### src/rtl/flash_map_ctrl_pkg.sv
// flash_map_pkg: shared definitions for the flash/maprom controller.
//   - fsm_state_e : bus-cycle FSM states
//   - region constants used by the address decoder
//   - CLKSEL jumper codes that select the fast CPU clock
//   - cnt_width() : counter width helper that never returns 0
package flash_map_pkg;

  typedef enum logic [1:0] {
    IDLE = 2'd0,
    WAIT = 2'd1,
    BUSY = 2'd2,
    ACK  = 2'd3
  } fsm_state_e;

  // Region tags, compared against the top address bits.
  localparam logic [3:0] REGION_A_NIB   = 4'hA;      // A[23:20], $A00000-$AFFFFF
  localparam logic [3:0] REGION_LOW_NIB = 4'h0;      // A[23:20], $000000-$0FFFFF
  localparam logic [4:0] REGION_F8_TOP  = 5'b11111;  // A[23:19], $F80000-$FFFFFF
  localparam logic [4:0] REGION_E0_TOP  = 5'b11100;  // A[23:19], $E00000-$E7FFFF
  localparam logic [7:0] CIA_PAGE       = 8'hBF;     // A[23:16]

  // CLKSEL {JP2,JP3,JP4} codes that select the fast clock.
  localparam logic [2:0] CLKSEL_FAST_A = 3'b101;
  localparam logic [2:0] CLKSEL_FAST_B = 3'b110;

  // Width able to hold 0..max_val; at least one bit so a zero limit still
  // yields a legal vector.
  function automatic int cnt_width(input int max_val);
    return (max_val < 1) ? 1 : $clog2(max_val + 1);
  endfunction

endpackage

### src/rtl/flash_map_ctrl_if.sv
// flash_map_ctrl_if: 68000 CPU bus as seen by the flash/maprom controller.
//   A[23:1], AS_CPU_n, DS_n, RW_n, D_HI : driven by the CPU (master)
//   DTACK_n                             : driven by the controller (slave)
//
// Handshake: a cycle starts when AS_CPU_n falls with A/RW_n valid. The slave
// acknowledges by pulling DTACK_n low and keeps it low until AS_CPU_n rises.
// AS_CPU_n rising at any point ends the cycle (normal end or abort), and
// DTACK_n returns high on the next clock edge.
interface flash_map_ctrl_if;
  logic [23:1] A;
  logic        AS_CPU_n;
  logic        DS_n;
  logic        RW_n;
  logic [7:0]  D_HI;
  logic        DTACK_n;

  modport master (
    output A, AS_CPU_n, DS_n, RW_n, D_HI,
    input  DTACK_n
  );

  modport slave (
    input  A, AS_CPU_n, DS_n, RW_n, D_HI,
    output DTACK_n
  );
endinterface

### src/rtl/flash_map_ctrl_wait_timer.sv
// flash_wait_timer: loadable saturating down-counter.
//   clk, rst_n : clock, synchronous active-low reset (count -> 0)
//   load       : load load_val (has priority over en)
//   en         : decrement by one, stopping at zero (never wraps)
//   done       : count is zero
module flash_wait_timer #(
  parameter int W = 8
) (
  input  logic         clk,
  input  logic         rst_n,
  input  logic         load,
  input  logic [W-1:0] load_val,
  input  logic         en,
  output logic         done
);

  logic [W-1:0] count_q, count_d;

  always_comb begin
    count_d = count_q;
    if (load) begin
      count_d = load_val;
    end else if (en && (count_q != '0)) begin
      count_d = count_q - W'(1);
    end
  end

  always_ff @(posedge clk) begin
    if (!rst_n) begin
      count_q <= '0;
    end else begin
      count_q <= count_d;
    end
  end

  assign done = (count_q == '0);

endmodule

### src/rtl/flash_map_ctrl.sv
// flash_map_ctrl: multi-bank flash decode, maprom overlay and DTACK generation
// for a 68000 accelerator.
//   CLKCPU, RESET_n      : clock and synchronous active-low reset
//   bus                  : CPU bus (A, AS_CPU_n, DS_n, RW_n, D_HI in; DTACK_n out)
//   CLKSEL, CPU_SPEED_SWITCH : select fast/slow wait-state count
//   JP_MAPROM_n          : maprom jumper, sampled at reset
//   FLASH_BUSY_n         : flash ready; every flash cycle waits for it
//   FLASH_ACCESS         : combinational flash decode
//   FLASH_BANK           : flash address bits above A[18]
//   FLASH_RESET_n        : reset passthrough
//   FLASH_OE_n/WE_n      : registered flash strobes
//   TIMEOUT_ERR          : sticky flag, set when FLASH_BUSY_n never came back
//   dbg_state            : current bus FSM state
module flash_map_ctrl
  import flash_map_pkg::*;
#(
  parameter int          BANK_W       = 2,
  parameter int          WAIT_FAST    = 2,
  parameter int          WAIT_SLOW    = 0,
  parameter int          BUSY_TIMEOUT = 255,
  parameter logic [7:0]  CFG_PAGE     = 8'hE9
) (
  input  logic              CLKCPU,
  input  logic              RESET_n,
  flash_map_ctrl_if.slave   bus,
  input  logic [2:0]        CLKSEL,
  input  logic              JP_MAPROM_n,
  input  logic              CPU_SPEED_SWITCH,
  input  logic              FLASH_BUSY_n,
  output logic              FLASH_ACCESS,
  output logic [BANK_W:0]   FLASH_BANK,
  output logic              FLASH_RESET_n,
  output logic              FLASH_OE_n,
  output logic              FLASH_WE_n,
  output logic              TIMEOUT_ERR,
  output fsm_state_e        dbg_state
);

  localparam int WAIT_MAX = (WAIT_FAST > WAIT_SLOW) ? WAIT_FAST : WAIT_SLOW;
  localparam int CNT_W    = cnt_width(WAIT_MAX);
  localparam int TCNT_W   = cnt_width(BUSY_TIMEOUT);

  fsm_state_e        state_q, state_d;
  logic              dtack_n_q, dtack_n_d;
  logic              oe_n_q, oe_n_d;
  logic              we_n_q, we_n_d;
  logic              timeout_err_q, timeout_err_d;
  logic              ovl_q, ovl_d;
  logic              maprom_en_q, maprom_en_d;
  logic              maprom_pending_q, maprom_pending_d;
  logic              ds_n_q, ds_n_d;
  logic [BANK_W-1:0] bank_sel_q, bank_sel_d;

  logic              as_active;
  logic [7:0]        page;
  logic              cfg_hit;
  logic              cfg_wr;
  logic              cia_wr;
  logic              fast_sel;
  logic [CNT_W-1:0]  wait_load;
  logic              wait_done;
  logic              tmo_done;
  logic              unused_bits;

  assign as_active = !bus.AS_CPU_n;
  assign page      = bus.A[23:16];
  assign cfg_hit   = (page == CFG_PAGE) && as_active;
  assign cia_wr    = (page == CIA_PAGE) && as_active && !bus.RW_n;
  // Config write fires once, on the cycle where DS_n is first seen low.
  assign cfg_wr    = cfg_hit && !bus.RW_n && ds_n_q && !bus.DS_n;
  assign unused_bits = ^{bus.A[18:1], bus.D_HI};

  // Address decode.
  always_comb begin
    FLASH_ACCESS = 1'b0;
    if (!maprom_en_q) begin
      FLASH_ACCESS = (bus.A[23:20] == REGION_A_NIB);
    end else begin
      FLASH_ACCESS = (ovl_q && (bus.A[23:20] == REGION_LOW_NIB))
                  || (bus.A[23:19] == REGION_F8_TOP)
                  || (as_active && (bus.A[23:19] == REGION_E0_TOP));
    end
  end

  // While mapped, the overlay forces the upper half of the 512 KB image so
  // the reset vectors at $000000 come from the ROM's $F80000 copy.
  assign FLASH_BANK = maprom_en_q ? {bank_sel_q, bus.A[19] | ovl_q}
                                  : {{BANK_W{1'b0}}, bus.A[19]};

  assign fast_sel  = !CPU_SPEED_SWITCH &&
                     ((CLKSEL == CLKSEL_FAST_A) || (CLKSEL == CLKSEL_FAST_B));
  assign wait_load = fast_sel ? CNT_W'(WAIT_FAST) : CNT_W'(WAIT_SLOW);

  // Wait-state timer: reloaded every IDLE cycle so the value in force when
  // the cycle starts is the one used; counts down through WAIT.
  flash_wait_timer #(.W(CNT_W)) u_wait_timer (
    .clk      (CLKCPU),
    .rst_n    (RESET_n),
    .load     (state_q == IDLE),
    .load_val (wait_load),
    .en       (state_q == WAIT),
    .done     (wait_done)
  );

  // Busy timeout: armed outside BUSY, counts down while waiting for the flash.
  flash_wait_timer #(.W(TCNT_W)) u_busy_timer (
    .clk      (CLKCPU),
    .rst_n    (RESET_n),
    .load     (state_q != BUSY),
    .load_val (TCNT_W'(BUSY_TIMEOUT)),
    .en       (state_q == BUSY),
    .done     (tmo_done)
  );

  // Bus FSM next state and registered outputs.
  always_comb begin
    state_d          = state_q;
    timeout_err_d    = timeout_err_q;
    ovl_d            = ovl_q;
    maprom_en_d      = maprom_en_q;
    maprom_pending_d = maprom_pending_q;
    bank_sel_d       = bank_sel_q;
    ds_n_d           = bus.DS_n;

    if (!as_active) begin
      state_d = IDLE;
    end else begin
      case (state_q)
        IDLE: if (FLASH_ACCESS || cfg_hit) state_d = WAIT;
        WAIT: if (wait_done) state_d = cfg_hit ? ACK : BUSY;
        BUSY: begin
          if (FLASH_BUSY_n) begin
            state_d = ACK;
          end else if (tmo_done) begin
            state_d       = ACK;
            timeout_err_d = 1'b1;
          end
        end
        ACK:     state_d = ACK;
        default: state_d = IDLE;
      endcase
    end

    if (cia_wr) ovl_d = 1'b0;
    if (cfg_wr) begin
      bank_sel_d       = bus.D_HI[BANK_W-1:0];
      maprom_pending_d = bus.D_HI[7];
    end

    dtack_n_d = (state_d != ACK);
    oe_n_d    = !(FLASH_ACCESS && as_active && bus.RW_n);
    we_n_d    = !(FLASH_ACCESS && as_active && !bus.RW_n && !bus.DS_n && !maprom_en_q);
  end

  always_ff @(posedge CLKCPU) begin
    if (!RESET_n) begin
      state_q       <= IDLE;
      dtack_n_q     <= 1'b1;
      oe_n_q        <= 1'b1;
      we_n_q        <= 1'b1;
      timeout_err_q <= 1'b0;
      ovl_q         <= 1'b1;
      bank_sel_q    <= '0;
      ds_n_q        <= 1'b1;
      // A maprom request written by software takes effect here.
      maprom_en_q   <= !JP_MAPROM_n || maprom_pending_q;
    end else begin
      state_q       <= state_d;
      dtack_n_q     <= dtack_n_d;
      oe_n_q        <= oe_n_d;
      we_n_q        <= we_n_d;
      timeout_err_q <= timeout_err_d;
      ovl_q         <= ovl_d;
      bank_sel_q    <= bank_sel_d;
      ds_n_q        <= ds_n_d;
      maprom_en_q   <= maprom_en_d;
    end
  end

  // The pending request must survive reset, so this flop has no reset term.
  always_ff @(posedge CLKCPU) begin
    maprom_pending_q <= maprom_pending_d;
  end

  assign bus.DTACK_n   = dtack_n_q;
  assign FLASH_OE_n    = oe_n_q;
  assign FLASH_WE_n    = we_n_q;
  assign TIMEOUT_ERR   = timeout_err_q;
  assign FLASH_RESET_n = RESET_n;
  assign dbg_state     = state_q;

endmodule

### src/flat_wrapper.sv
// flat-port wrapper written by rule: the top's interface ports become plain ports
module flash_map_ctrl_flat import flash_map_pkg::*;
#(
  parameter int          BANK_W       = 2,
  parameter int          WAIT_FAST    = 2,
  parameter int          WAIT_SLOW    = 0,
  parameter int          BUSY_TIMEOUT = 255,
  parameter logic [7:0]  CFG_PAGE     = 8'hE9
)
  (CLKCPU, RESET_n, CLKSEL, JP_MAPROM_n, CPU_SPEED_SWITCH, FLASH_BUSY_n, FLASH_ACCESS, FLASH_BANK, FLASH_RESET_n, FLASH_OE_n, FLASH_WE_n, TIMEOUT_ERR, dbg_state, bus_A, bus_AS_CPU_n, bus_DS_n, bus_RW_n, bus_D_HI, bus_DTACK_n);
  flash_map_ctrl_if bus_i ();
  input  logic CLKCPU;
  input  logic RESET_n;
  input  logic [2:0] CLKSEL;
  input  logic JP_MAPROM_n;
  input  logic CPU_SPEED_SWITCH;
  input  logic FLASH_BUSY_n;
  output logic FLASH_ACCESS;
  output logic [BANK_W:0] FLASH_BANK;
  output logic FLASH_RESET_n;
  output logic FLASH_OE_n;
  output logic FLASH_WE_n;
  output logic TIMEOUT_ERR;
  output fsm_state_e dbg_state;
  input wire logic [$bits(bus_i.A)-1:0] bus_A;
  input wire logic [$bits(bus_i.AS_CPU_n)-1:0] bus_AS_CPU_n;
  input wire logic [$bits(bus_i.DS_n)-1:0] bus_DS_n;
  input wire logic [$bits(bus_i.RW_n)-1:0] bus_RW_n;
  input wire logic [$bits(bus_i.D_HI)-1:0] bus_D_HI;
  output wire logic [$bits(bus_i.DTACK_n)-1:0] bus_DTACK_n;
  assign bus_i.A = bus_A;
  assign bus_i.AS_CPU_n = bus_AS_CPU_n;
  assign bus_i.DS_n = bus_DS_n;
  assign bus_i.RW_n = bus_RW_n;
  assign bus_i.D_HI = bus_D_HI;
  assign bus_DTACK_n = bus_i.DTACK_n;
  flash_map_ctrl #(.BANK_W(BANK_W), .WAIT_FAST(WAIT_FAST), .WAIT_SLOW(WAIT_SLOW), .BUSY_TIMEOUT(BUSY_TIMEOUT), .CFG_PAGE(CFG_PAGE)) u_core (.CLKCPU(CLKCPU), .RESET_n(RESET_n), .bus(bus_i), .CLKSEL(CLKSEL), .JP_MAPROM_n(JP_MAPROM_n), .CPU_SPEED_SWITCH(CPU_SPEED_SWITCH), .FLASH_BUSY_n(FLASH_BUSY_n), .FLASH_ACCESS(FLASH_ACCESS), .FLASH_BANK(FLASH_BANK), .FLASH_RESET_n(FLASH_RESET_n), .FLASH_OE_n(FLASH_OE_n), .FLASH_WE_n(FLASH_WE_n), .TIMEOUT_ERR(TIMEOUT_ERR), .dbg_state(dbg_state));
endmodule
### config.mk
export PLATFORM = sky130hd
export DESIGN_NAME = flash_map_ctrl_flat
export DESIGN_NICKNAME = d
export VERILOG_FILES = /design/src/rtl/flash_map_ctrl_pkg.sv /design/src/rtl/flash_map_ctrl_if.sv /design/src/rtl/flash_map_ctrl_wait_timer.sv /design/src/rtl/flash_map_ctrl.sv /design/src/flat_wrapper.sv
export SDC_FILE = /design/constraint.sdc
export NUM_CORES = 1
export LEC_CHECK = 0
export CAP_MARGIN = 20
export CORE_ASPECT_RATIO = 1.75
export CORE_UTILIZATION = 30
export DETAILED_ROUTE_END_ITERATION = 10
export GPL_TIMING_DRIVEN = 0
export PLACE_DENSITY = 0.59
export SLEW_MARGIN = 0
export SYNTH_ARGS = -nofsm -noshare
export SYNTH_HDL_FRONTEND = slang
export SYNTH_HIERARCHICAL = 1
export SYNTH_SLANG_ARGS = --single-unit
export TNS_END_PERCENT = 50
### constraint.sdc
create_clock -name CLKCPU -period 2.3 [get_ports CLKCPU]
set_input_delay 0.575 -clock CLKCPU [delete_from_list [all_inputs] [get_ports CLKCPU]]
set_output_delay 0.575 -clock CLKCPU [all_outputs]
set_load 0.05 [all_outputs]
==> flow_summary.html, run 1 <==
<table>
<tr><th>Metric</th><th>Value</th></tr>
<tr><th colspan="2">Status</th></tr>
<tr><td>Run status</td><td>complete, but fails checks</td></tr>
<tr><td>Failing checks</td><td>setup timing</td></tr>
<tr><th colspan="2">Worst setup path</th></tr>
<tr><td>Max incr delay on CP</td><td>510 ps</td></tr>
<tr><td>Cell with the largest stage delay on the worst path</td><td>or4_4</td></tr>
<tr><td>Sequence of cells on the critical path</td><td>buf_2, or4_4, a211o_1, nand2_1, buf_6</td></tr>
<tr><td>Data arrival time of the critical path</td><td>~1800 ps</td></tr>
<tr><td>Buffers plus inverters on the worst setup path</td><td>2</td></tr>
<tr><td>Startpoint type of the worst setup path</td><td>input pin</td></tr>
<tr><td>Sort of element at the end of the critical path</td><td>output port</td></tr>
<tr><td>Kind of cell adding the most delay to the critical path</td><td>simple AND/OR/NAND/NOR gates</td></tr>
<tr><td>CP Max Fanout</td><td>5</td></tr>
<tr><td>Worst Setup Path Type</td><td>input pin to output port</td></tr>
<tr><td>Required time of the worst setup path</td><td>approximately 1700 ps</td></tr>
<tr><th colspan="2">Layout</th></tr>
<tr><td>Register area</td><td>roughly 460 sq um</td></tr>
<tr><td>Final standard cell area without fillers</td><td>1730 sq um</td></tr>
<tr><td>Share of layout cells above drive strength 1</td><td>10.7%</td></tr>
<tr><td>Fillers</td><td>a little over 400</td></tr>
<tr><td>Number of nets at the end of the flow</td><td>about 230</td></tr>
<tr><td>Final antenna diode count</td><td>0</td></tr>
<tr><td>Multi-input gate area in the final layout</td><td>approximately 740 sq um</td></tr>
<tr><td>Post-layout instance count excluding filler cells</td><td>approximately 240</td></tr>
<tr><td>Area delta synth-&gt;final</td><td>40.9%</td></tr>
<tr><th colspan="2">STA</th></tr>
<tr><td>Highest achievable clock rate</td><td>about 430 MHz</td></tr>
<tr><td>Period utilization</td><td>101%</td></tr>
<tr><td>Count of endpoints failing setup in the final report</td><td>1</td></tr>
<tr><td>RSZ-0062 raised after global routing</td><td>yes</td></tr>
<tr><td>Worst Skew</td><td>around 7.5 ps</td></tr>
<tr><td>Actual slew at the worst max-slew pin</td><td>between 500 and 600 ps</td></tr>
<tr><td>Final-report hold violation count</td><td>0</td></tr>
<tr><td>Max-slew headroom at the worst pin</td><td>between 60% and 70%</td></tr>
<tr><td>Post-layout worst setup margin</td><td>-24.0 ps</td></tr>
<tr><td>Fin crit period</td><td>approximately 2300 ps</td></tr>
<tr><td>Number of slew-limit violations in the final report</td><td>0</td></tr>
<tr><td>Summed negative setup slack over all endpoints</td><td>-24.0 ps</td></tr>
<tr><th colspan="2">Worst hold path</th></tr>
<tr><td>Class of the tightest hold or removal check</td><td>flip-flop to flip-flop</td></tr>
<tr><th colspan="2">Logic synthesis</th></tr>
<tr><td>Top-area cell type share of the netlist area</td><td>32.6%</td></tr>
<tr><td>Number of enable-type register cells in the synthesized netlist</td><td>2</td></tr>
<tr><td>Synthesis warning total</td><td>6</td></tr>
<tr><td>Register bit total from synthesis</td><td>22</td></tr>
<tr><td>Cells after synthesis</td><td>142</td></tr>
<tr><td>Flip-flop cell with the highest count after synthesis</td><td>dfxtp_1</td></tr>
<tr><td>Number of distinct library cell variants in the gate-level netlist after synthesis</td><td>44</td></tr>
<tr><td>Cell types occupying the most area after synthesis</td><td>dfxtp_1 (33%), edfxtp_1 (4.9%), inv_1 (3.7%)</td></tr>
<tr><td>Async set-reset flop share out of synthesis</td><td>0%</td></tr>
<tr><td>Average footprint of a synthesized cell</td><td>slightly below 9 sq um</td></tr>
<tr><td>Library cell with the largest summed area after synthesis</td><td>dfxtp_1</td></tr>
<tr><td>Sequential area share after synthesis</td><td>between 30% and 40%</td></tr>
<tr><td>Post-Syn Area</td><td>between 1000 and 1500 sq um</td></tr>
<tr><th colspan="2">Flow run</th></tr>
<tr><td>Max Cap Violations</td><td>0</td></tr>
<tr><th colspan="2">Global routing</th></tr>
<tr><td>Number of global-route vias before repair</td><td>between 1000 and 1500</td></tr>
<tr><td>Total routing resource utilization after global routing</td><td>approximately 15%</td></tr>
<tr><td>First-pass GRT wire length</td><td>about 5200 um</td></tr>
<tr><td>Final global-route overflow total</td><td>0</td></tr>
<tr><td>Number of antenna violations at the first check in global routing</td><td>0</td></tr>
<tr><td>Largest net degree at the start of global routing</td><td>14</td></tr>
<tr><th colspan="2">Floorplanning</th></tr>
<tr><td>Die boundary height</td><td>86.7 um</td></tr>
<tr><td>Num rows</td><td>30</td></tr>
<tr><td>Effective utilization at floorplan</td><td>between 30% and 40%</td></tr>
<tr><td>Total I/O pin count</td><td>53</td></tr>
<tr><td>Core region area</td><td>about 3900 sq um</td></tr>
<tr><td>Die width</td><td>between 50 and 60 um</td></tr>
<tr><td>Die footprint</td><td>between 4000 and 5000 sq um</td></tr>
<tr><th colspan="2">Placement</th></tr>
<tr><td>Dpl cell area</td><td>approximately 1600 sq um</td></tr>
<tr><td>Count of input and output buffers</td><td>32</td></tr>
<tr><td>Placer's final routability congestion estimate</td><td>0.822</td></tr>
<tr><td>Detailed-placement wirelength estimate</td><td>between 2000 and 2500 um</td></tr>
<tr><td>Placed Cells</td><td>229</td></tr>
<tr><th colspan="2">Detailed routing</th></tr>
<tr><td>Number of iterations in the first detailed-routing pass</td><td>4</td></tr>
<tr><td>First DRT Iteration DRCs</td><td>35</td></tr>
<tr><td>Vias/cell</td><td>roughly 5</td></tr>
<tr><td>WL/cell</td><td>between 10 and 15 um</td></tr>
<tr><td>Total wire length</td><td>around 3100 um</td></tr>
<tr><td>Number of nets with antenna violations after detailed routing</td><td>0</td></tr>
<tr><td>Via count</td><td>1208</td></tr>
<tr><td>DRC</td><td>0</td></tr>
<tr><th colspan="2">Clock tree</th></tr>
<tr><td>Clock transition at the registers of the reported paths</td><td>approximately 90 ps</td></tr>
<tr><td>Number of buffers on the longest clock path</td><td>2</td></tr>
<tr><td>Clock tree from TritonCTS</td><td>yes</td></tr>
<tr><td>Worst skew pair latency</td><td>260 ps</td></tr>
<tr><td>H-tree depth</td><td>1</td></tr>
<tr><td>Number of clock buffers inserted by TritonCTS</td><td>3</td></tr>
<tr><td>Clock root buffer</td><td>clkbuf_8</td></tr>
<tr><td>CTS sink count</td><td>22</td></tr>
<tr><td>Number of hold buffers added after cts</td><td>0</td></tr>
<tr><th colspan="2">Pwr</th></tr>
<tr><td>Power per Cell Area</td><td>around 540 nW/um^2</td></tr>
<tr><td>VDD IR max</td><td>between 0.2 and 0.3 mV</td></tr>
<tr><td>Total power consumption of the routed design</td><td>between 900 and 1000 uW</td></tr>
<tr><td>Standby leakage power</td><td>around 0.00075 uW</td></tr>
</table>
## layout by cell type, fill, tap and decap left out, types with 4 or more instances in the layout
cell,netlist,routed
conb_1,2,9
clkdlybuf4s50_1,0,20
nor3b_1,5,5
nand2_1,8,8
o21ai_0,8,8
nor2_1,9,9
dlymetal6s2s_1,0,5
inv_1,12,12
a21oi_1,7,7
xnor2_1,5,5
nor3_1,5,5
a31oi_1,4,4
and2_1,4,4
nand2b_1,6,6
dfxtp_1,20,20
## final timing paths
check	cells after the start	end	start	slack, ps
setup / recovery	5	FLASH_ACCESS	bus_A[20]	-20
hold / removal	2	u_core/TIMEOUT_ERR$_SDFFE_PN0P_	u_core/TIMEOUT_ERR$_SDFFE_PN0P_	470
setup reg to reg	6	u_core/u_busy_timer/count_q[7]$_SDFFE_PN0P_	u_core/dbg_state[1]$_SDFF_PN0_	360
hold reg to reg	2	u_core/TIMEOUT_ERR$_SDFFE_PN0P_	u_core/TIMEOUT_ERR$_SDFFE_PN0P_	470
## per-stage QoR
step           worst slack [ps]  utilization (%)  hold WS, ps
2_1_floorplan              3.42                -          444
3_3_place_gp              -1070             41.9          467
3_5_place_dp              -1090             41.9          457
4_1_cts                    -116             44.0          478
5_1_grt                   -61.2             44.4          526
6_report                  -24.0             44.4          472
## routing by layer
layer / track usage [%] / share of wire [%]
met2: 30.7 / 53
met3: 2.28 / 7.1
met5: 0 / 0
met1: 14.1 / 37
met4: 7.83 / 3.0
## power by group
group	leakage (uW)	internal [uW]	switching [uW]
registers	0.000182	400	14.6
logic	0.000533	77.4	77.7
clock network	0.0000357	232	129
## synthesized netlist by cell type (3+ instances only)
cell / count
a21oi_1: 7
a31oi_1: 4
and2_1: 4
dfxtp_1: 20
ha_1: 3
inv_1: 12
mux2i_1: 3
nand2_1: 8
nand2b_1: 6
nand3_1: 3
nand4_1: 3
nor2_1: 9
nor3_1: 5
nor3b_1: 5
o21ai_0: 8
o31ai_1: 3
or4_1: 3
xnor2_1: 5
## area by class of cell
class | instances | share of cell area, %
inverters | 12 | 2.60
well taps | 48 | 3.47
multi-input cells | 112 | 42.6
clock inverters | 1 | 1.73
repair buffers | 34 | 19.7
flip-flops and latches | 22 | 26.6
plain buffers | 3 | 0.867
clock buffers | 3 | 2.38
## sequential cells by signal, summed over array words and instances (netlist names)
register                     cells
u_core/u_wait_timer/count_q      2
u_core/FLASH_OE_n                1
u_core/maprom_pending_q          1
u_core/ovl_q                     1
u_core/u_busy_timer/count_q      8
u_core/TIMEOUT_ERR               1
u_core/bank_sel_q                2
u_core/dbg_state                 2
u_core/FLASH_WE_n                1
u_core/bus.DTACK_n               1
u_core/maprom_en_d               1
u_core/ds_n_q                    1
## tightest hold or removal path: stages, from the launching register on
cell,delay [ps]
dfxtp_1,330
nor2_1,40
nor2_1,60
## cells by family after synthesis
kind of cell               Yosys count  share of synthesized area, %
adders and majority gates            3                          3.06
xor gates and xnor gates             5                          3.56
and+or+nand+nor                     61                          30.3
muxes                                3                          2.44
DFF                                 22                          37.5
AOI/OAI and AO/OA                   31                          17.6
buffers and inverters               15                          4.89
other                                2                         0.611
## timing repair
action                     CTS  global route
pin swaps                    4             3
setup endpoints to repair    3             3
gates resized for setup     25             8
buffers inserted             2             0
(Power assumes the default switching activity.)
==> inputs of run 2 (changes only) <==
--- a/config.mk
+++ b/config.mk
@@ -7,10 +7,11 @@
 export LEC_CHECK = 0
 export CAP_MARGIN = 20
 export CORE_ASPECT_RATIO = 1.75
-export CORE_UTILIZATION = 30
+export CORE_UTILIZATION = 42
+export CTS_CLUSTER_DIAMETER = 50
 export DETAILED_ROUTE_END_ITERATION = 10
 export GPL_TIMING_DRIVEN = 0
-export PLACE_DENSITY = 0.59
+export PLACE_DENSITY = 0.79
 export SLEW_MARGIN = 0
 export SYNTH_ARGS = -nofsm -noshare
 export SYNTH_HDL_FRONTEND = slang
==> run 2 against run 1 <==
Compared with the run above: the run still ends with setup timing left; via count shrank 0.75%; sequential share of layout area grew 0.57 points; cell count shrank 8.9%; critical endpoint unchanged; die area shrank 28%; highest routed layer unchanged; sequential power is essentially flat.
==> flow_summary.html, run 2 (synthesized netlist as in run 1, its figures left out) <==
<table>
<tr><th>Metric</th><th>Value</th></tr>
<tr><th colspan="2">Worst setup path</th></tr>
<tr><td>CP Max Fanout</td><td>5 (unchanged)</td></tr>
<tr><td>R2r setup slk</td><td>330 ps (-30 ps)</td></tr>
<tr><td>Reg2reg start</td><td>u_core/dbg_state[1]$_SDFF_PN0_</td></tr>
<tr><td>Startpoint type of the worst setup path</td><td>input pin</td></tr>
<tr><td>Sort of element at the end of the critical path</td><td>output port</td></tr>
<tr><td>Required time of the worst setup path</td><td>1730 ps (about the same)</td></tr>
<tr><td>Data arrival time of the critical path</td><td>1740 ps (about the same)</td></tr>
<tr><td>Worst Setup Path Type</td><td>input pin to output port</td></tr>
<tr><td>Reg2reg end</td><td>u_core/u_busy_timer/count_q[7]$_SDFFE_PN0P_</td></tr>
<tr><td>Cells on worst reg2reg path</td><td>6 (unchanged)</td></tr>
<tr><th colspan="2">STA</th></tr>
<tr><td>Highest achievable clock rate</td><td>431 MHz (+0.19%)</td></tr>
<tr><td>Summed negative setup slack over all endpoints</td><td>-19.7 ps (+4.39 ps)</td></tr>
<tr><td>RSZ-0062 raised after global routing</td><td>yes</td></tr>
<tr><td>Actual slew at the worst max-slew pin</td><td>507 ps (-28.5 ps)</td></tr>
<tr><td>Count of endpoints failing setup in the final report</td><td>1 (unchanged)</td></tr>
<tr><td>Number of slew-limit violations in the final report</td><td>0 (unchanged)</td></tr>
<tr><td>Fin crit period</td><td>2320 ps (-4.39 ps)</td></tr>
<tr><td>Post-layout worst setup margin</td><td>-19.7 ps (+4.39 ps)</td></tr>
<tr><td>Period utilization</td><td>101% (-0.19 points)</td></tr>
<tr><td>Worst Skew</td><td>1.54 ps (-5.97 ps)</td></tr>
<tr><td>Max-slew headroom at the worst pin</td><td>66.1% (+1.9 points)</td></tr>
<tr><td>Final-report hold violation count</td><td>0 (unchanged)</td></tr>
<tr><th colspan="2">Layout</th></tr>
<tr><td>Number of nets at the end of the flow</td><td>233 (unchanged)</td></tr>
<tr><td>Fillers</td><td>232 (-44%)</td></tr>
<tr><td>Post-layout instance count excluding filler cells</td><td>214 (-8.9%)</td></tr>
<tr><td>Final antenna diode count</td><td>0 (unchanged)</td></tr>
<tr><td>Area delta synth-&gt;final</td><td>38.0%</td></tr>
<tr><td>Top reg by flops</td><td>u_core/u_busy_timer/count_q</td></tr>
<tr><td>Share of layout cells above drive strength 1</td><td>11.8% (+1.1 points)</td></tr>
<tr><td>Highest-count cells in the layout ignoring fill and taps</td><td>clkdlybuf4s50_1 (20), dfxtp_1 (20), inv_1 (12)</td></tr>
<tr><td>Final standard cell area without fillers</td><td>1700 sq um (-2.1%)</td></tr>
<tr><td>Number of flip-flops in the largest register</td><td>8 (unchanged)</td></tr>
<tr><th colspan="2">Global routing</th></tr>
<tr><td>Number of global-route vias before repair</td><td>1185 (-6.2%)</td></tr>
<tr><td>Final global-route overflow total</td><td>0 (unchanged)</td></tr>
<tr><td>Largest net degree at the start of global routing</td><td>13 (-1)</td></tr>
<tr><td>Number of antenna violations at the first check in global routing</td><td>0 (unchanged)</td></tr>
<tr><td>First-pass GRT wire length</td><td>4950 um (-5.7%)</td></tr>
<tr><td>Total routing resource utilization after global routing</td><td>20.3% (+5.0 points)</td></tr>
<tr><th colspan="2">Detailed routing</th></tr>
<tr><td>Total wire length</td><td>3010 um (-3.6%)</td></tr>
<tr><td>Vias/cell</td><td>5.60 (+9.0%)</td></tr>
<tr><td>Number of iterations in the first detailed-routing pass</td><td>4 (unchanged)</td></tr>
<tr><td>WL/cell</td><td>14.1 um (+5.9%)</td></tr>
<tr><td>DRC</td><td>0 (unchanged)</td></tr>
<tr><td>Via count</td><td>1199 (-0.75%)</td></tr>
<tr><td>First DRT Iteration DRCs</td><td>31 (-11%)</td></tr>
<tr><td>Number of nets with antenna violations after detailed routing</td><td>0 (unchanged)</td></tr>
<tr><th colspan="2">Pwr</th></tr>
<tr><td>Internal power</td><td>598 uW (-16%)</td></tr>
<tr><td>Net switching power</td><td>209 uW (-5.6%)</td></tr>
<tr><td>Combinational cell fraction of total power</td><td>19.5% (+2.9 points)</td></tr>
<tr><td>Standby leakage power</td><td>0.000747 uW (-0.57%)</td></tr>
<tr><td>VDD IR max</td><td>0.305 mV (+20%)</td></tr>
<tr><td>Sequential group share of total power</td><td>51.3% (+6.8 points)</td></tr>
<tr><td>Clk pwr share</td><td>29.2% (-9.7 points)</td></tr>
<tr><td>Switch share</td><td>25.9% (+2.1 points)</td></tr>
<tr><td>Power per Cell Area</td><td>476 nW/um^2 (-11%)</td></tr>
<tr><th colspan="2">Floorplanning</th></tr>
<tr><td>Die footprint</td><td>3150 sq um (-28%)</td></tr>
<tr><td>Core region area</td><td>2750 sq um (-29%)</td></tr>
<tr><td>Num rows</td><td>25 (-17%)</td></tr>
<tr><td>Total I/O pin count</td><td>53 (unchanged)</td></tr>
<tr><td>Die boundary height</td><td>73.6 um (-15%)</td></tr>
<tr><td>Effective utilization at floorplan</td><td>44.6% (+13 points)</td></tr>
<tr><td>Die width</td><td>42.9 um (-15%)</td></tr>
<tr><th colspan="2">Clock tree</th></tr>
<tr><td>Clock root buffer</td><td>clkbuf_8</td></tr>
<tr><td>Number of buffers on the longest clock path</td><td>2 (unchanged)</td></tr>
<tr><td>Number of clock buffers inserted by TritonCTS</td><td>3 (unchanged)</td></tr>
<tr><td>Clock tree from TritonCTS</td><td>yes</td></tr>
<tr><td>Clock transition at the registers of the reported paths</td><td>70 ps (-20 ps)</td></tr>
<tr><td>CTS sink count</td><td>22 (unchanged)</td></tr>
<tr><td>Worst skew pair latency</td><td>250 ps (about the same)</td></tr>
<tr><td>H-tree depth</td><td>1 (unchanged)</td></tr>
<tr><td>Number of hold buffers added after cts</td><td>0 (unchanged)</td></tr>
<tr><th colspan="2">Worst hold path</th></tr>
<tr><td>Worst Hold Depth</td><td>2 (unchanged)</td></tr>
<tr><td>Class of the tightest hold or removal check</td><td>flip-flop to flip-flop</td></tr>
<tr><td>End point of the most critical hold path</td><td>u_core/bank_sel_q[0]$_SDFFE_PN0P_</td></tr>
<tr><td>Origin of the worst min-delay path</td><td>u_core/bank_sel_q[0]$_SDFFE_PN0P_</td></tr>
<tr><th colspan="2">Status</th></tr>
<tr><td>Failing checks</td><td>setup timing</td></tr>
<tr><td>Run status</td><td>complete, but fails checks</td></tr>
<tr><th colspan="2">Placement</th></tr>
<tr><td>Placer's final routability congestion estimate</td><td>0.816 (-0.78%)</td></tr>
<tr><td>Detailed-placement wirelength estimate</td><td>2320 um (-1.9%)</td></tr>
<tr><td>Placed Cells</td><td>208 (-9.2%)</td></tr>
<tr><td>Count of input and output buffers</td><td>32 (unchanged)</td></tr>
<tr><td>Dpl cell area</td><td>1610 sq um (-1.6%)</td></tr>
<tr><th colspan="2">Flow run</th></tr>
<tr><td>Max Cap Violations</td><td>0 (unchanged)</td></tr>
</table>
[run 2: stage by stage]
step                setup WS (ps)  hold slack [ps]  utilization (%)  power [uW]
floorplan                    3.42              444                -         506
finish                      -19.7              505             61.6         807
global route                -82.0              535             61.6         844
CTS                         -89.5              499             60.6         813
detailed placement          -1100              487             58.5         576
global placement            -1040              461             58.5         569
[run 2: worst max-delay path: stages]
cell and delay, ps:
buf_2 120, or4_4 510, a211o_1 300, nand2_2 90
buf_8 150
[run 2: repair_timing]
action,in CTS,in global routing
buffers inserted,2,0
setup endpoints to repair,3,4
pin swaps,3,4
resized for setup,25,13
[run 2: area by class of cell]
cell class,count,area (sq um),share of cell area (%)
plain buffers,3,15.0,0.886
clock buffers,3,41.3,2.44
clock inverters,1,3.75,0.221
inverters,12,45.0,2.66
multi-input cells,112,747,44.1
flip-flops and latches,22,460,27.2
well taps,27,33.8,1.99
repair buffers,34,349,20.6
[run 2: per-layer routing]
metal  up-vias  wire, um  global-route usage [%]  part of all wire [%]
met5         -         0                       0                     0
met1       566      1090                    18.7                    36
met4         0        46                    6.94                   1.5
met3         4       149                    2.70                   4.9
met2        34      1730                    42.4                    57
li1        595         -                       -                     -
[run 2: how the worst max path moves through the flow]
stage,from,endpoint,slack [ps]
2_1_floorplan,bus_A[19],FLASH_ACCESS,3
3_3_place_gp,bus_A[19],FLASH_ACCESS,-1040
3_5_place_dp,bus_A[19],FLASH_ACCESS,-1100
4_1_cts,u_core/maprom_en_d$_DFFE_PN_,FLASH_ACCESS,-90
5_1_grt,u_core/maprom_en_d$_DFFE_PN_,FLASH_ACCESS,-80
6_report,bus_A[20],FLASH_ACCESS,-20
[run 2: power by group through the flow]
stage | registers, uW | clock network (uW) | logic (uW)
final | 414 | 235 | 158
after global routing | 416 | 256 | 172
after CTS | 414 | 244 | 155
after detailed placement | 424 | 0 | 152
after global placement | 422 | 0 | 147
after floorplan | 425 | 0 | 80.7
==> inputs of run 3 (changes only) <==
--- a/config.mk
+++ b/config.mk
@@ -6,8 +6,10 @@
 export NUM_CORES = 1
 export LEC_CHECK = 0
 export CAP_MARGIN = 20
+export CELL_PAD_IN_SITES_DETAIL_PLACEMENT = 0
+export CELL_PAD_IN_SITES_GLOBAL_PLACEMENT = 1
 export CORE_ASPECT_RATIO = 1.75
-export CORE_UTILIZATION = 42
+export CORE_UTILIZATION = 30
 export CTS_CLUSTER_DIAMETER = 50
 export DETAILED_ROUTE_END_ITERATION = 10
 export GPL_TIMING_DRIVEN = 0
==> run 3 against run 2 <==
Compared with the run above: the run still ends with setup timing left; first-iteration DRC count decreased by 65%; largest cell class unchanged; largest power group unchanged; critical path depth unchanged; clock skew increased by 5.9 ps; utilization decreased by 17 points; sequential share of layout area decreased by 0.78 points; via count decreased by 1.2%.
==> flow_summary.html, run 3 (synthesized netlist as in run 1, its figures left out) <==
<table>
<tr><th>Metric</th><th>Value</th></tr>
<tr><th colspan="2">Status</th></tr>
<tr><td>Run status</td><td>complete, but fails checks</td></tr>
<tr><td>Failing checks</td><td>setup timing</td></tr>
<tr><th colspan="2">Worst setup path</th></tr>
<tr><td>Sort of element at the end of the critical path</td><td>output port</td></tr>
<tr><td>R2r setup slk</td><td>390 ps (+60 ps)</td></tr>
<tr><td>Worst Setup Path Type</td><td>flip-flop to output port</td></tr>
<tr><td>Data arrival time of the critical path</td><td>1740 ps (about the same)</td></tr>
<tr><td>CP Max Fanout</td><td>2 (-3)</td></tr>
<tr><td>Required time of the worst setup path</td><td>1730 ps (about the same)</td></tr>
<tr><td>Startpoint type of the worst setup path</td><td>flip-flop</td></tr>
<tr><th colspan="2">Layout</th></tr>
<tr><td>Top reg by flops</td><td>u_core/u_busy_timer/count_q</td></tr>
<tr><td>Highest-count cells in the layout ignoring fill and taps</td><td>clkdlybuf4s50_1 (20), dfxtp_1 (20), inv_1 (12)</td></tr>
<tr><td>Multi-input gate area in the final layout</td><td>744 sq um (-0.33%)</td></tr>
<tr><td>Final antenna diode count</td><td>0 (unchanged)</td></tr>
<tr><td>Fillers</td><td>401 (+73%)</td></tr>
<tr><td>Post-layout instance count excluding filler cells</td><td>237 (+11%)</td></tr>
<tr><td>Number of nets at the end of the flow</td><td>235 (+0.86%)</td></tr>
<tr><td>Final cell utilization of the core</td><td>44.7% (-17 points)</td></tr>
<tr><td>Area delta synth-&gt;final</td><td>42.1%</td></tr>
<tr><td>Number of flip-flops in the largest register</td><td>8 (unchanged)</td></tr>
<tr><td>Share of layout cells above drive strength 1</td><td>12.7% (+0.93 points)</td></tr>
<tr><td>Register area</td><td>460 sq um (unchanged)</td></tr>
<tr><th colspan="2">STA</th></tr>
<tr><td>Highest achievable clock rate</td><td>433 MHz (+0.36%)</td></tr>
<tr><td>RSZ-0062 raised after global routing</td><td>yes</td></tr>
<tr><td>Count of endpoints failing setup in the final report</td><td>1 (unchanged)</td></tr>
<tr><td>Final worst hold slack</td><td>485 ps (-20.2 ps)</td></tr>
<tr><td>Post-layout worst setup margin</td><td>-11.3 ps (+8.32 ps)</td></tr>
<tr><td>Actual slew at the worst max-slew pin</td><td>558 ps (+51.6 ps)</td></tr>
<tr><td>Number of slew-limit violations in the final report</td><td>0 (unchanged)</td></tr>
<tr><td>Period utilization</td><td>100% (-0.36 points)</td></tr>
<tr><td>Summed negative setup slack over all endpoints</td><td>-11.3 ps (+8.32 ps)</td></tr>
<tr><td>Worst Skew</td><td>7.41 ps (+5.87 ps)</td></tr>
<tr><td>Fin crit period</td><td>2310 ps (-8.32 ps)</td></tr>
<tr><td>Max-slew headroom at the worst pin</td><td>62.7% (-3.5 points)</td></tr>
<tr><td>Final-report hold violation count</td><td>0 (unchanged)</td></tr>
<tr><th colspan="2">Global routing</th></tr>
<tr><td>Number of global-route vias before repair</td><td>1175 (-0.84%)</td></tr>
<tr><td>Total routing resource utilization after global routing</td><td>15.2% (-5.1 points)</td></tr>
<tr><td>Final global-route overflow total</td><td>0 (unchanged)</td></tr>
<tr><td>First-pass GRT wire length</td><td>5220 um (+5.6%)</td></tr>
<tr><td>Number of antenna violations at the first check in global routing</td><td>0 (unchanged)</td></tr>
<tr><td>Largest net degree at the start of global routing</td><td>14 (+1)</td></tr>
<tr><th colspan="2">Detailed routing</th></tr>
<tr><td>Total wire length</td><td>3020 um (+0.33%)</td></tr>
<tr><td>Number of nets with antenna violations after detailed routing</td><td>0 (unchanged)</td></tr>
<tr><td>WL/cell</td><td>12.8 um (-9.4%)</td></tr>
<tr><td>First DRT Iteration DRCs</td><td>11 (-65%)</td></tr>
<tr><td>DRC</td><td>0 (unchanged)</td></tr>
<tr><td>Vias/cell</td><td>5.00 (-11%)</td></tr>
<tr><td>Via count</td><td>1185 (-1.2%)</td></tr>
<tr><td>Number of iterations in the first detailed-routing pass</td><td>4 (unchanged)</td></tr>
<tr><th colspan="2">Floorplanning</th></tr>
<tr><td>Core region area</td><td>3900 sq um (+42%)</td></tr>
<tr><td>Die boundary height</td><td>86.7 um (+18%)</td></tr>
<tr><td>Effective utilization at floorplan</td><td>31.5% (-13 points)</td></tr>
<tr><td>Num rows</td><td>30 (+20%)</td></tr>
<tr><td>Die footprint</td><td>4370 sq um (+38%)</td></tr>
<tr><td>Total I/O pin count</td><td>53 (unchanged)</td></tr>
<tr><td>Die width</td><td>50.4 um (+17%)</td></tr>
<tr><th colspan="2">Placement</th></tr>
<tr><td>Placer's final routability congestion estimate</td><td>0.786 (-3.7%)</td></tr>
<tr><td>Detailed-placement wirelength estimate</td><td>2330 um (+0.41%)</td></tr>
<tr><td>Count of input and output buffers</td><td>32 (unchanged)</td></tr>
<tr><td>Placed Cells</td><td>229 (+10%)</td></tr>
<tr><th colspan="2">Clock tree</th></tr>
<tr><td>CTS sink count</td><td>22 (unchanged)</td></tr>
<tr><td>Worst skew pair latency</td><td>260 ps (about the same)</td></tr>
<tr><td>Number of clock buffers inserted by TritonCTS</td><td>3 (unchanged)</td></tr>
<tr><td>Clock root buffer</td><td>clkbuf_8</td></tr>
<tr><td>Number of hold buffers added after cts</td><td>0 (unchanged)</td></tr>
<tr><td>Clock transition at the registers of the reported paths</td><td>80 ps (about the same)</td></tr>
<tr><td>H-tree depth</td><td>1 (unchanged)</td></tr>
<tr><td>Number of buffers on the longest clock path</td><td>2 (unchanged)</td></tr>
<tr><td>Clock tree from TritonCTS</td><td>yes</td></tr>
<tr><th colspan="2">Pwr</th></tr>
<tr><td>Power per Cell Area</td><td>532 nW/um^2 (+12%)</td></tr>
<tr><td>Combinational cell fraction of total power</td><td>16.9% (-2.6 points)</td></tr>
<tr><td>VDD IR max</td><td>0.228 mV (-25%)</td></tr>
<tr><td>Clk pwr share</td><td>38.4% (+9.2 points)</td></tr>
<tr><td>Standby leakage power</td><td>0.000733 uW (-1.9%)</td></tr>
<tr><td>Sequential group share of total power</td><td>44.6% (-6.7 points)</td></tr>
<tr><td>Net switching power</td><td>217 uW (+3.7%)</td></tr>
<tr><td>Internal power</td><td>712 uW (+19%)</td></tr>
<tr><td>Switch share</td><td>23.4% (-2.6 points)</td></tr>
<tr><th colspan="2">Worst hold path</th></tr>
<tr><td>Class of the tightest hold or removal check</td><td>flip-flop to flip-flop</td></tr>
<tr><th colspan="2">Flow run</th></tr>
<tr><td>Max Cap Violations</td><td>0 (unchanged)</td></tr>
</table>
## run 3: final cells by class
class	instances	area share (%)
Buffer	3	0.860
Clock buffer	3	2.37
Clock inverter	1	1.72
Inverter	12	2.58
Multi-Input combinational cell	112	42.7
Sequential cell	22	26.4
Tap cell	48	3.44
Timing Repair Buffer	36	20.0
## run 3: timing repair
| action | 4_1_cts | 5_1_grt |
|---|---|---|
| endpoints found under the setup margin | 3 | 1 |
| endpoints found under the hold margin | 0 | 0 |
| pin swaps | 4 | 3 |
| setup buffers | 3 | 1 |
| resized for setup | 27 | 9 |
| cloned | 0 | 0 |
## run 3: stage by stage
step	worst slack, ps	area, sq um	power, uW
final	-11.3	1750	929
after global routing	-66.8	1750	974
after CTS	-83.3	1720	940
after detailed placement	-1090	1640	576
after global placement	-1080	1640	572
after floorplan	3.42	1250	506
## run 3: per-layer routing
layer / part of all wire (%) / global-route usage, % / wire length, um / vias to the layer above
met2: 55 / 30.7 / 1680 / 30
met5: 0 / 0 / 0 / -
met4: 1.3 / 4.55 / 39 / 0
met1: 38 / 14.9 / 1160 / 554
met3: 4.8 / 2.81 / 146 / 5
li1: - / - / - / 596
## run 3: critical path, cell delays in order (launching register included)
cell,delay (ps)
edfxtp_1,400
nand2_2,80
or4_4,470
a211o_1,280
nand2_1,80
buf_6,160
## run 3: power groups by stage
| stage | registers (uW) | logic, uW | clock network, uW |
|---|---|---|---|
| after floorplan | 425 | 80.7 | 0 |
| after CTS | 414 | 155 | 370 |
| after detailed placement | 424 | 152 | 0 |
| after global placement | 423 | 149 | 0 |
| after global routing | 417 | 172 | 385 |
| final | 415 | 157 | 357 |
## run 3: worst paths after layout
check                                                   start                                           to  cells after the start
setup / recovery                 u_core/maprom_en_d$_DFFE_PN_                                 FLASH_ACCESS                      5
hold / removal                u_core/TIMEOUT_ERR$_SDFFE_PN0P_              u_core/TIMEOUT_ERR$_SDFFE_PN0P_                      2
setup reg to reg  u_core/u_busy_timer/count_q[2]$_SDFFE_PN0P_  u_core/u_busy_timer/count_q[0]$_SDFFE_PN0P_                      4
hold reg to reg               u_core/TIMEOUT_ERR$_SDFFE_PN0P_              u_core/TIMEOUT_ERR$_SDFFE_PN0P_                      2
